$ cat config.mk
export PLATFORM = sky130hd
export DESIGN_NAME = urv_trap_ctrl
export DESIGN_NICKNAME = d
export VERILOG_FILES = /design/src/rtl/urv_trap_ctrl.sv
export SDC_FILE = /design/constraint.sdc
export NUM_CORES = 1
export LEC_CHECK = 0
export CELL_PAD_IN_SITES_DETAIL_PLACEMENT = 1
export CELL_PAD_IN_SITES_GLOBAL_PLACEMENT = 2
export CORE_MARGIN = 3
export CORE_UTILIZATION = 22
export DETAILED_ROUTE_END_ITERATION = 10
export PLACE_DENSITY = 0.95
export REMOVE_ABC_BUFFERS = 1
export SYNTH_ARGS = -nofsm -noshare
export SYNTH_HDL_FRONTEND = slang
export SYNTH_SLANG_ARGS = --single-unit
$ cat constraint.sdc
create_clock -name clk_i -period 3.8 [get_ports clk_i]
set_input_delay 0.76 -clock clk_i [delete_from_list [all_inputs] [get_ports clk_i]]
set_output_delay 0.76 -clock clk_i [all_outputs]
set_load 0.02 [all_outputs]
$ cat src/rtl/urv_trap_ctrl.sv
// urv_trap_ctrl: machine-mode trap sequencer for the uRV core.
// Owns mstatus/mie/mip/mepc/mcause. On a trap or mret it issues a one-cycle
// fetch redirect, then refuses new events for FLUSH_CYCLES cycles.
// Optional feature macro: URV_TIMER_IRQ_EN (MTIE/MTIP and timer interrupts).
module urv_trap_ctrl #(
  parameter logic [31:0] TRAP_VECTOR  = 32'h0000_0008,
  parameter int unsigned FLUSH_CYCLES = 2
) (
  input  logic        clk_i,
  input  logic        rst_i,
  input  logic        x_stall_i,
  input  logic        x_kill_i,
  input  logic [31:0] d_pc_i,
  input  logic        d_is_csr_i,
  input  logic [11:0] d_csr_sel_i,
  input  logic [31:0] x_csr_write_value_i,
  input  logic        d_is_mret_i,
  input  logic        x_exception_i,
  input  logic [3:0]  x_exception_cause_i,
  input  logic        irq_i,
  input  logic        timer_tick_i,
  output logic [31:0] csr_mstatus_o,
  output logic [31:0] csr_mip_o,
  output logic [31:0] csr_mie_o,
  output logic [31:0] csr_mepc_o,
  output logic [31:0] csr_mcause_o,
  output logic        x_redirect_o,
  output logic [31:0] x_redirect_pc_o
);

  localparam logic [11:0] CSR_MSTATUS = 12'h300;
  localparam logic [11:0] CSR_MIE     = 12'h304;
  localparam logic [11:0] CSR_MEPC    = 12'h341;
  localparam logic [11:0] CSR_MCAUSE  = 12'h342;
  localparam logic [11:0] CSR_MIP     = 12'h344;

  localparam int unsigned CNT_W = (FLUSH_CYCLES > 1) ? $clog2(FLUSH_CYCLES) : 1;

  typedef enum logic [1:0] {
    S_IDLE     = 2'd0,
    S_REDIRECT = 2'd1,
    S_FLUSH    = 2'd2
  } state_t;

  state_t           r_state;
  logic [CNT_W-1:0] r_flush_cnt;
  logic             r_redirect;
  logic [31:0]      r_redirect_pc;

  logic             r_mstatus_mie;
  logic             r_mstatus_mpie;
  logic             r_mie_meie;
  logic [29:0]      r_mepc;
  logic             r_mcause_int;
  logic [3:0]       r_mcause_code;

  logic             w_mtie;
  logic             w_mtip;
  logic             w_accept;
  logic             w_ext_pend;
  logic             w_tmr_pend;
  logic             w_irq_pend;
  logic             w_take_exc;
  logic             w_take_irq;
  logic             w_take_mret;
  logic             w_event;
  logic             w_csr_we;
  logic [3:0]       w_irq_code;

`ifdef URV_TIMER_IRQ_EN
  logic r_mie_mtie;
  logic r_mip_mtip;

  assign w_mtie = r_mie_mtie;
  assign w_mtip = r_mip_mtip;

  // MTIE is a plain CSR bit, only written when the write is not displaced by an event.
  always_ff @(posedge clk_i or negedge rst_i) begin
    if (!rst_i) begin
      r_mie_mtie <= 1'b0;
    end else if (w_csr_we && (d_csr_sel_i == CSR_MIE)) begin
      r_mie_mtie <= x_csr_write_value_i[7];
    end
  end

  // MTIP is sticky: the tick sets it and beats a same-cycle CSR clear.
  always_ff @(posedge clk_i or negedge rst_i) begin
    if (!rst_i) begin
      r_mip_mtip <= 1'b0;
    end else if (timer_tick_i) begin
      r_mip_mtip <= 1'b1;
    end else if (w_csr_we && (d_csr_sel_i == CSR_MIP)) begin
      r_mip_mtip <= x_csr_write_value_i[7];
    end
  end

  logic w_unused;
  assign w_unused = &{1'b0, d_pc_i[1:0]};
`else
  assign w_mtie = 1'b0;
  assign w_mtip = 1'b0;

  logic w_unused;
  assign w_unused = &{1'b0, d_pc_i[1:0], timer_tick_i};
`endif

  // Event arbitration: exception beats interrupt beats mret; a CSR write only lands without an event.
  assign w_accept    = (r_state == S_IDLE) && !x_stall_i && !x_kill_i;
  assign w_ext_pend  = irq_i & r_mie_meie;
  assign w_tmr_pend  = w_mtip & w_mtie;
  assign w_irq_pend  = r_mstatus_mie & (w_ext_pend | w_tmr_pend);
  assign w_irq_code  = w_ext_pend ? 4'd11 : 4'd7;
  assign w_take_exc  = w_accept & x_exception_i;
  assign w_take_irq  = w_accept & ~x_exception_i & w_irq_pend;
  assign w_take_mret = w_accept & ~x_exception_i & ~w_irq_pend & d_is_mret_i;
  assign w_event     = w_take_exc | w_take_irq | w_take_mret;
  assign w_csr_we    = w_accept & d_is_csr_i & ~w_event;

  // Sequencer: IDLE -> REDIRECT (one cycle) -> FLUSH (FLUSH_CYCLES cycles) -> IDLE.
  always_ff @(posedge clk_i or negedge rst_i) begin
    if (!rst_i) begin
      r_state       <= S_IDLE;
      r_flush_cnt   <= '0;
      r_redirect    <= 1'b0;
      r_redirect_pc <= '0;
    end else begin
      case (r_state)
        S_IDLE: begin
          if (w_event) begin
            r_state       <= S_REDIRECT;
            r_redirect    <= 1'b1;
            r_redirect_pc <= w_take_mret ? {r_mepc, 2'b00} : TRAP_VECTOR;
          end
        end
        S_REDIRECT: begin
          r_state     <= S_FLUSH;
          r_redirect  <= 1'b0;
          r_flush_cnt <= CNT_W'(FLUSH_CYCLES - 1);
        end
        S_FLUSH: begin
          if (r_flush_cnt == '0) begin
            r_state <= S_IDLE;
          end else begin
            r_flush_cnt <= r_flush_cnt - CNT_W'(1);
          end
        end
        default: begin
          r_state    <= S_IDLE;
          r_redirect <= 1'b0;
        end
      endcase
    end
  end

  // CSR state: trap entry and mret take precedence over datapath writes.
  always_ff @(posedge clk_i or negedge rst_i) begin
    if (!rst_i) begin
      r_mstatus_mie  <= 1'b0;
      r_mstatus_mpie <= 1'b0;
      r_mie_meie     <= 1'b0;
      r_mepc         <= '0;
      r_mcause_int   <= 1'b0;
      r_mcause_code  <= '0;
    end else if (w_take_exc || w_take_irq) begin
      r_mepc         <= d_pc_i[31:2];
      r_mstatus_mpie <= r_mstatus_mie;
      r_mstatus_mie  <= 1'b0;
      r_mcause_int   <= w_take_irq;
      r_mcause_code  <= w_take_exc ? x_exception_cause_i : w_irq_code;
    end else if (w_take_mret) begin
      r_mstatus_mie  <= r_mstatus_mpie;
      r_mstatus_mpie <= 1'b1;
    end else if (w_csr_we) begin
      case (d_csr_sel_i)
        CSR_MSTATUS: begin
          r_mstatus_mie  <= x_csr_write_value_i[3];
          r_mstatus_mpie <= x_csr_write_value_i[7];
        end
        CSR_MIE:    r_mie_meie    <= x_csr_write_value_i[11];
        CSR_MEPC:   r_mepc        <= x_csr_write_value_i[31:2];
        CSR_MCAUSE: begin
          r_mcause_int  <= x_csr_write_value_i[31];
          r_mcause_code <= x_csr_write_value_i[3:0];
        end
        default: begin
        end
      endcase
    end
  end

  // Read values straight from registers; MEIP follows irq_i live.
  assign csr_mstatus_o   = {19'b0, 2'b11, 3'b0, r_mstatus_mpie, 3'b0, r_mstatus_mie, 3'b0};
  assign csr_mie_o       = {20'b0, r_mie_meie, 3'b0, w_mtie, 7'b0};
  assign csr_mip_o       = {20'b0, irq_i, 3'b0, w_mtip, 7'b0};
  assign csr_mepc_o      = {r_mepc, 2'b00};
  assign csr_mcause_o    = {r_mcause_int, 27'b0, r_mcause_code};
  assign x_redirect_o    = r_redirect;
  assign x_redirect_pc_o = r_redirect_pc;

endmodule

==> results of run 1 <==
## registers in the layout, summed over array words and instances, names as in the netlist
signal,flops
x_redirect_pc_o,30
r_flush_cnt,1
r_mcause_code,4
r_state,2
r_mstatus_mie,1
r_mcause_int,1
r_mie_meie,1
x_redirect_o,1
r_mstatus_mpie,1
r_mepc,30
## power breakdown
group	switching (mW)	total (mW)	leakage, nW	internal [mW]
logic	0.936	1.88	1.58	0.939
clock network	0.327	0.933	0.159	0.607
registers	0.273	1.37	0.879	1.10
total	1.54	4.18	2.62	2.65
## metal layers
| metal | wire, um | vias to the layer above | GRT usage, % |
|---|---|---|---|
| li1 | - | 1632 | - |
| met1 | 5930 | 1834 | 15.4 |
| met2 | 7510 | 164 | 22.9 |
| met3 | 1160 | 9 | 3.52 |
| met4 | 143 | 0 | 3.02 |
| met5 | 0 | - | 0 |
## final cells by class
class / count / share of cell area [%]
Timing Repair Buffer: 165 / 26.5
Multi-Input combinational cell: 334 / 33.2
Tap cell: 265 / 5.38
Clock buffer: 12 / 4.16
Clock inverter: 3 / 1.06
Sequential cell: 72 / 29.2
Inverter: 7 / 0.426
## cell usage in the layout (no fill, tap or decap), types with 2 or more instances in the layout
cell type        instances
o22a_1                   3
o21ai_0                 24
a31o_2                   2
nor3_1                   2
or3_1                   59
clkbuf_8                 2
o21a_1                   3
mux2i_1                  2
nor4bb_1                 2
bufinv_16                2
and3_1                   3
ha_1                     4
clkdlybuf4s50_1        154
nor2_1                   7
a21oi_1                  5
inv_1                    7
dfrtp_1                 72
o21ai_1                  4
mux2_2                   6
conb_1                 123
nand2_1                  3
nand4_1                  3
a22o_1                  31
buf_4                   10
a2bb2oi_1               29
clkbuf_16                9
## path summary, 6_finish.rpt
path                                             to  slack, ns  cells past startpoint
max in group asynchronous       x_redirect_pc_o[11]       2.60                      1
worst max-delay path                  csr_mip_o[11]       1.06                      2
worst min-delay path                   r_mcause_int       0.49                      1
worst max register to register           r_mepc[23]       1.49                      6
min in group asynchronous       x_redirect_pc_o[16]       0.59                      1
worst min register to register         r_mcause_int       0.49                      1
## metrics by stage
| stage | instances | cell area (um2) | setup WS (ns) | util, % |
|---|---|---|---|---|
| final | 858 | 6160 | 1.06 | 31.3 |
| after detailed placement | 843 | 5840 | 0.686 | 29.6 |
| after floorplan | 413 | 3840 | 0.806 | - |
| after global placement | 843 | 5840 | 0.732 | 29.6 |
| after CTS | 858 | 6160 | 1.05 | 31.3 |
| after global routing | 858 | 6160 | 0.960 | 31.3 |
## kinds of logic after synthesis
family                     synth area share, %
AOI/OAI and AO/OA                         18.9
buffers and inverters                     25.1
DFF                                       40.2
muxes                                     1.95
adders and majority gates                 1.12
and+or+nand+nor                           12.6
other                                    0.167
==> flow_summary_export.csv, run 1 <==
group,metric,value,unit
hold_path,hold_class,"reg -> reg",
logic_synthesis,syn-cell-area,4480,um2
pwr,vdd_drop_max,0.306,mV
logic_synthesis,synthCells,448,
placement,place_congestion,0.692,
worst_setup_path,slowest_stage,"clkdlybuf4s50_1",
drt,vias,3639,
clocking,cts.htree.levels,3,
floorplan,fp.coreArea,19700,um2
clocking,numClockSinks,72,
sta,finalSetupTns,0,ns
clocking,tritoncts,"yes",
logic_synthesis,synth_top_area_share,40.2,%
worst_setup_path,crit_chain,"clkdlybuf4s50_1 -> clkdlybuf4s50_1",
global_routing,grt_first_pass_wirelength,22.0,mm
drt,postRouteWirelength,14.7,mm
sta,maxSlewHeadroom,35.9,%
worst_setup_path,crit_family,"buffers and inverters",
drt,ant_nets,0,
placement,dpl.hpwl,10.6,mm
global_routing,antenna_found_initial,0,
pwr,total_power,4.18,mW
clocking,cts.repair.resized,0,
drt,drt_iter0_markers,76,
sta,hold_ws,0.493,ns
logic_synthesis,synthArstFlopShare,100,%
logic_synthesis,yosys-top-cells-count,"131 x buf_4, 72 x dfrtp_1, 59 x or3_1",
worst_setup_path,worst_path_most_repeated_cell,"clkdlybuf4s50_1",
global_routing,first_global_vias,3800,
clocking,clk_pin_slew_worst_paths,0.06,ns
logic_synthesis,netlist_top_cells_area,"dfrtp_1 40%, buf_4 22%, or3_1 8.2%, a22o_1 6.1%, a2bb2oi_1 5.7%",
outcome,status,"complete, no violations",
worst_setup_path,cp.arrival,1.98,ns
global_routing,grt_overflow_total,0,
sta,fin_crit,2.74,ns
sta,finalCritPeriodShare,72.0,%
worst_setup_path,critPathBufInv,2,
cells_and_area,fillerInstances,2272,
pwr,power.density,678,nW/um2
pwr,p_leak,2.62,nW
clocking,cts-root-buf,"clkbuf_16",
worst_setup_path,start_kind,"input port",
job,drv_cap,0,
sta,finClkSkew,0.00779,ns
worst_setup_path,criticalPathCategory,"in -> out",
sta,max_freq,365,MHz
worst_setup_path,setup.worst_path.start,"irq_i",
cells_and_area,multi_input_area,2050,um2
logic_synthesis,synth_seq_cells,72,
sta,setup-violations-final,0,
floorplan,rows,51,
logic_synthesis,synth_edf_count,0,
sta,final-max-slew-violation-count,0,
drt,wl_per_cell,17.2,um
hold_path,worstHoldStart,"r_mcause_int",
logic_synthesis,yosysTopAreaCell,"dfrtp_1",
floorplan,ios,282,
clocking,postCtsSetupRepairBufs,0,
floorplan,dieArea,22100,um2
worst_setup_path,cp.required,3.04,ns
floorplan,dieHeight,149,um
logic_synthesis,yosysWarnings,0,
global_routing,grt_usage,12.8,%
drt,viasPerCell,4.24,
drt,drt-pass1-iter-count,4,
cells_and_area,areaGrowthSynthToFinish,37.5,%
worst_setup_path,crit_path_end_kind,"output pin",
floorplan,initial_utilization,22.7,%
logic_synthesis,synth_most_common_cell,"buf_4",
worst_setup_path,r2r-start,"r_state[0]",
clocking,clockBufferDepth,2,
logic_synthesis,synth-main-ff-cell,"dfrtp_1",
cells_and_area,nets,682,
logic_synthesis,synth.avg_cell_area,10.0,um2
placement,io_buffers,155,
clocking,clk_latency,0.33,ns
sta,rsz0062_at_grt,"false",
logic_synthesis,yosysSeqAreaShare,40.2,%
logic_synthesis,ys_types,42,
cells_and_area,drive_gt1_share,7.42,%
global_routing,grt_max_degree,73,
cells_and_area,diodes,0,
clocking,cts_made_buffers,9,
worst_setup_path,crit_fanout,4,
floorplan,die_x,149,um
drt,drc,0,
cells_and_area,regArea,1800,um2
worst_setup_path,slowest_delay,0.65,ns
clocking,hold_buffers,0,
sta,hold_viol_final,0,
sta,tightest_slew,0.961,ns
Note: power is estimated with default switching activity, not from simulation.
==> run 2, diff against run 1 <==
--- a/config.mk
+++ b/config.mk
@@ -8,9 +8,9 @@
 export CELL_PAD_IN_SITES_DETAIL_PLACEMENT = 1
 export CELL_PAD_IN_SITES_GLOBAL_PLACEMENT = 2
 export CORE_MARGIN = 3
-export CORE_UTILIZATION = 22
+export CORE_UTILIZATION = 18
 export DETAILED_ROUTE_END_ITERATION = 10
-export PLACE_DENSITY = 0.95
+export PLACE_DENSITY = 0.87
 export REMOVE_ABC_BUFFERS = 1
 export SYNTH_ARGS = -nofsm -noshare
 export SYNTH_HDL_FRONTEND = slang
==> constraint.sdc (replaced) <==
create_clock -name clk_i -period 2.45 [get_ports clk_i]
set_input_delay 0.49 -clock clk_i [delete_from_list [all_inputs] [get_ports clk_i]]
set_output_delay 0.49 -clock clk_i [all_outputs]
set_load 0.02 [all_outputs]
==> run 2 against run 1 <==
- combinational power increased by 57%
- sequential cell count unchanged
- hold slack got worse by 0.43 ns
- via count decreased by 0.71%
- die area increased by 21%
- sequential power increased by 54%
==> flow_summary_export.csv, run 2 (synthesized netlist as in run 1, its figures left out) <==
group,metric,value,unit
cells_and_area,areaGrowthSynthToFinish,41.4,%
pwr,vdd_drop_max,0.356,mV
placement,io_buffers,155,
worst_setup_path,cp.depth,2,
worst_setup_path,slowest_stage,"clkdlybuf4s50_1",
cells_and_area,fillerInstances,2834,
drt,vias,3613,
worst_setup_path,crit_chain,"clkdlybuf4s50_1 -> clkdlybuf4s50_1",
cells_and_area,diodes,0,
clocking,tritoncts,"yes",
placement,pre_cts_ws,0.0756,ns
sta,final-max-slew-violation-count,0,
cells_and_area,mostFrequentLayoutCell,"clkdlybuf4s50_1",
placement,dp_cells,910,
drt,drt-pass1-iter-count,4,
sta,hold_viol_final,0,
worst_setup_path,critPathBufInv,2,
cells_and_area,fin_area,6340,um2
clocking,clk_pin_slew_worst_paths,0.06,ns
clocking,cts.repair.resized,0,
worst_setup_path,cp.required,1.96,ns
worst_setup_path,crit_path_end_kind,"output pin",
floorplan,dieHeight,164,um
floorplan,die_x,164,um
floorplan,dieArea,26800,um2
drt,wl_per_cell,15.8,um
worst_setup_path,crit_family,"buffers and inverters",
global_routing,grt_first_pass_wirelength,21.7,mm
cells_and_area,final_cell_mix,"154 x clkdlybuf4s50_1, 123 x conb_1, 72 x dfrtp_1",
floorplan,ios,282,
worst_setup_path,cp.arrival,1.61,ns
pwr,p_leak,2.67,nW
sta,setup_slack,0.350,ns
placement,dpl.hpwl,10.7,mm
drt,drt_iter0_markers,90,
drt,ant_nets,0,
clocking,cts-root-buf,"clkbuf_16",
worst_setup_path,start_kind,"input port",
drt,postRouteWirelength,14.6,mm
floorplan,rows,57,
worst_setup_path,worst_path_most_repeated_cell,"clkdlybuf4s50_1",
clocking,clk_latency,0.34,ns
global_routing,grt_overflow_total,0,
cells_and_area,nets,690,
clocking,cts_made_buffers,9,
clocking,numClockSinks,72,
pwr,power.density,1000,nW/um2
global_routing,grt_usage,10.6,%
worst_setup_path,crit_fanout,3,
sta,finalCritPeriodShare,85.7,%
sta,rsz0062_at_grt,"false",
clocking,hold_buffers,0,
global_routing,antenna_found_initial,0,
worst_setup_path,rr_worst_depth,7,
sta,fin_crit,2.10,ns
worst_setup_path,criticalPathCategory,"in -> out",
job,drv_cap,0,
sta,hold_ws,0.0626,ns
outcome,status,"complete, no violations",
floorplan,fp.coreArea,24400,um2
cells_and_area,fin_util,26.0,%
drt,viasPerCell,3.90,
placement,placed_area,6050,um2
worst_setup_path,slowest_delay,0.62,ns
global_routing,grt_max_degree,62,
drt,drc,0,
clocking,postCtsSetupRepairBufs,0,
clocking,cts.htree.levels,3,
cells_and_area,drive_gt1_share,8.80,%
clocking,clockBufferDepth,2,
hold_path,hold_class,"in -> async",
placement,place_congestion,0.747,
sta,setup-violations-final,0,
floorplan,initial_utilization,18.4,%
sta,finClkSkew,0.00573,ns
global_routing,first_global_vias,3618,
sta,max_freq,476,MHz
cells_and_area,stdcell_count,926,
run 2: changes by cell type in the layout (fill, tap and decap cells not counted), sizes merged:
| cell | before | now |
|---|---|---|
| clkinv | 1 | 3 |
| buf | 11 | 19 |
| clkinvlp | 0 | 2 |
| bufinv | 2 | 1 |
| clkbuf | 12 | 10 |
run 2: area by class of cell:
| class | instances | area (um2) | area share [%] |
|---|---|---|---|
| clock buffers | 10 | 229 | 3.61 |
| clock inverters | 6 | 60.1 | 0.947 |
| inverters | 7 | 26.3 | 0.414 |
| multi-input cells | 334 | 2050 | 32.3 |
| flip-flops and latches | 72 | 1800 | 28.4 |
| well taps | 324 | 405 | 6.39 |
| repair buffers | 173 | 1770 | 27.9 |
run 2: per-layer routing:
layer,global-route usage [%],vias to the layer above,wire [um]
met1,13.4,1768,6270
met4,3.04,0,170
met5,0,-,0
met2,17.5,187,6950
li1,-,1645,-
met3,3.33,13,1230
run 2: worst paths after layout:
check	start	end	slack, ns
worst min-delay path	rst_i	x_redirect_pc_o[24]	0.06
worst min register to register	x_redirect_pc_o[16]	x_redirect_pc_o[16]	0.50
worst max-delay path	irq_i	csr_mip_o[11]	0.35
min in group clk_i	x_redirect_pc_o[16]	x_redirect_pc_o[16]	0.50
worst max register to register	r_state[1]	r_mepc[19]	0.36
max in group asynchronous	rst_i	r_mepc[24]	1.76
run 2: stage by stage:
step,TNS [ns],total power [mW]
final,0,6.36
after global routing,0,6.74
after CTS,0,6.48
after detailed placement,0,5.12
after global placement,0,5.05
after floorplan,-1.08,3.54
run 2: power breakdown:
| group | switching [mW] | internal [mW] | total [mW] |
|---|---|---|---|
| registers | 0.404 | 1.71 | 2.11 |
| logic | 1.47 | 1.49 | 2.95 |
| clock network | 0.507 | 0.782 | 1.29 |
| total | 2.38 | 3.98 | 6.36 |
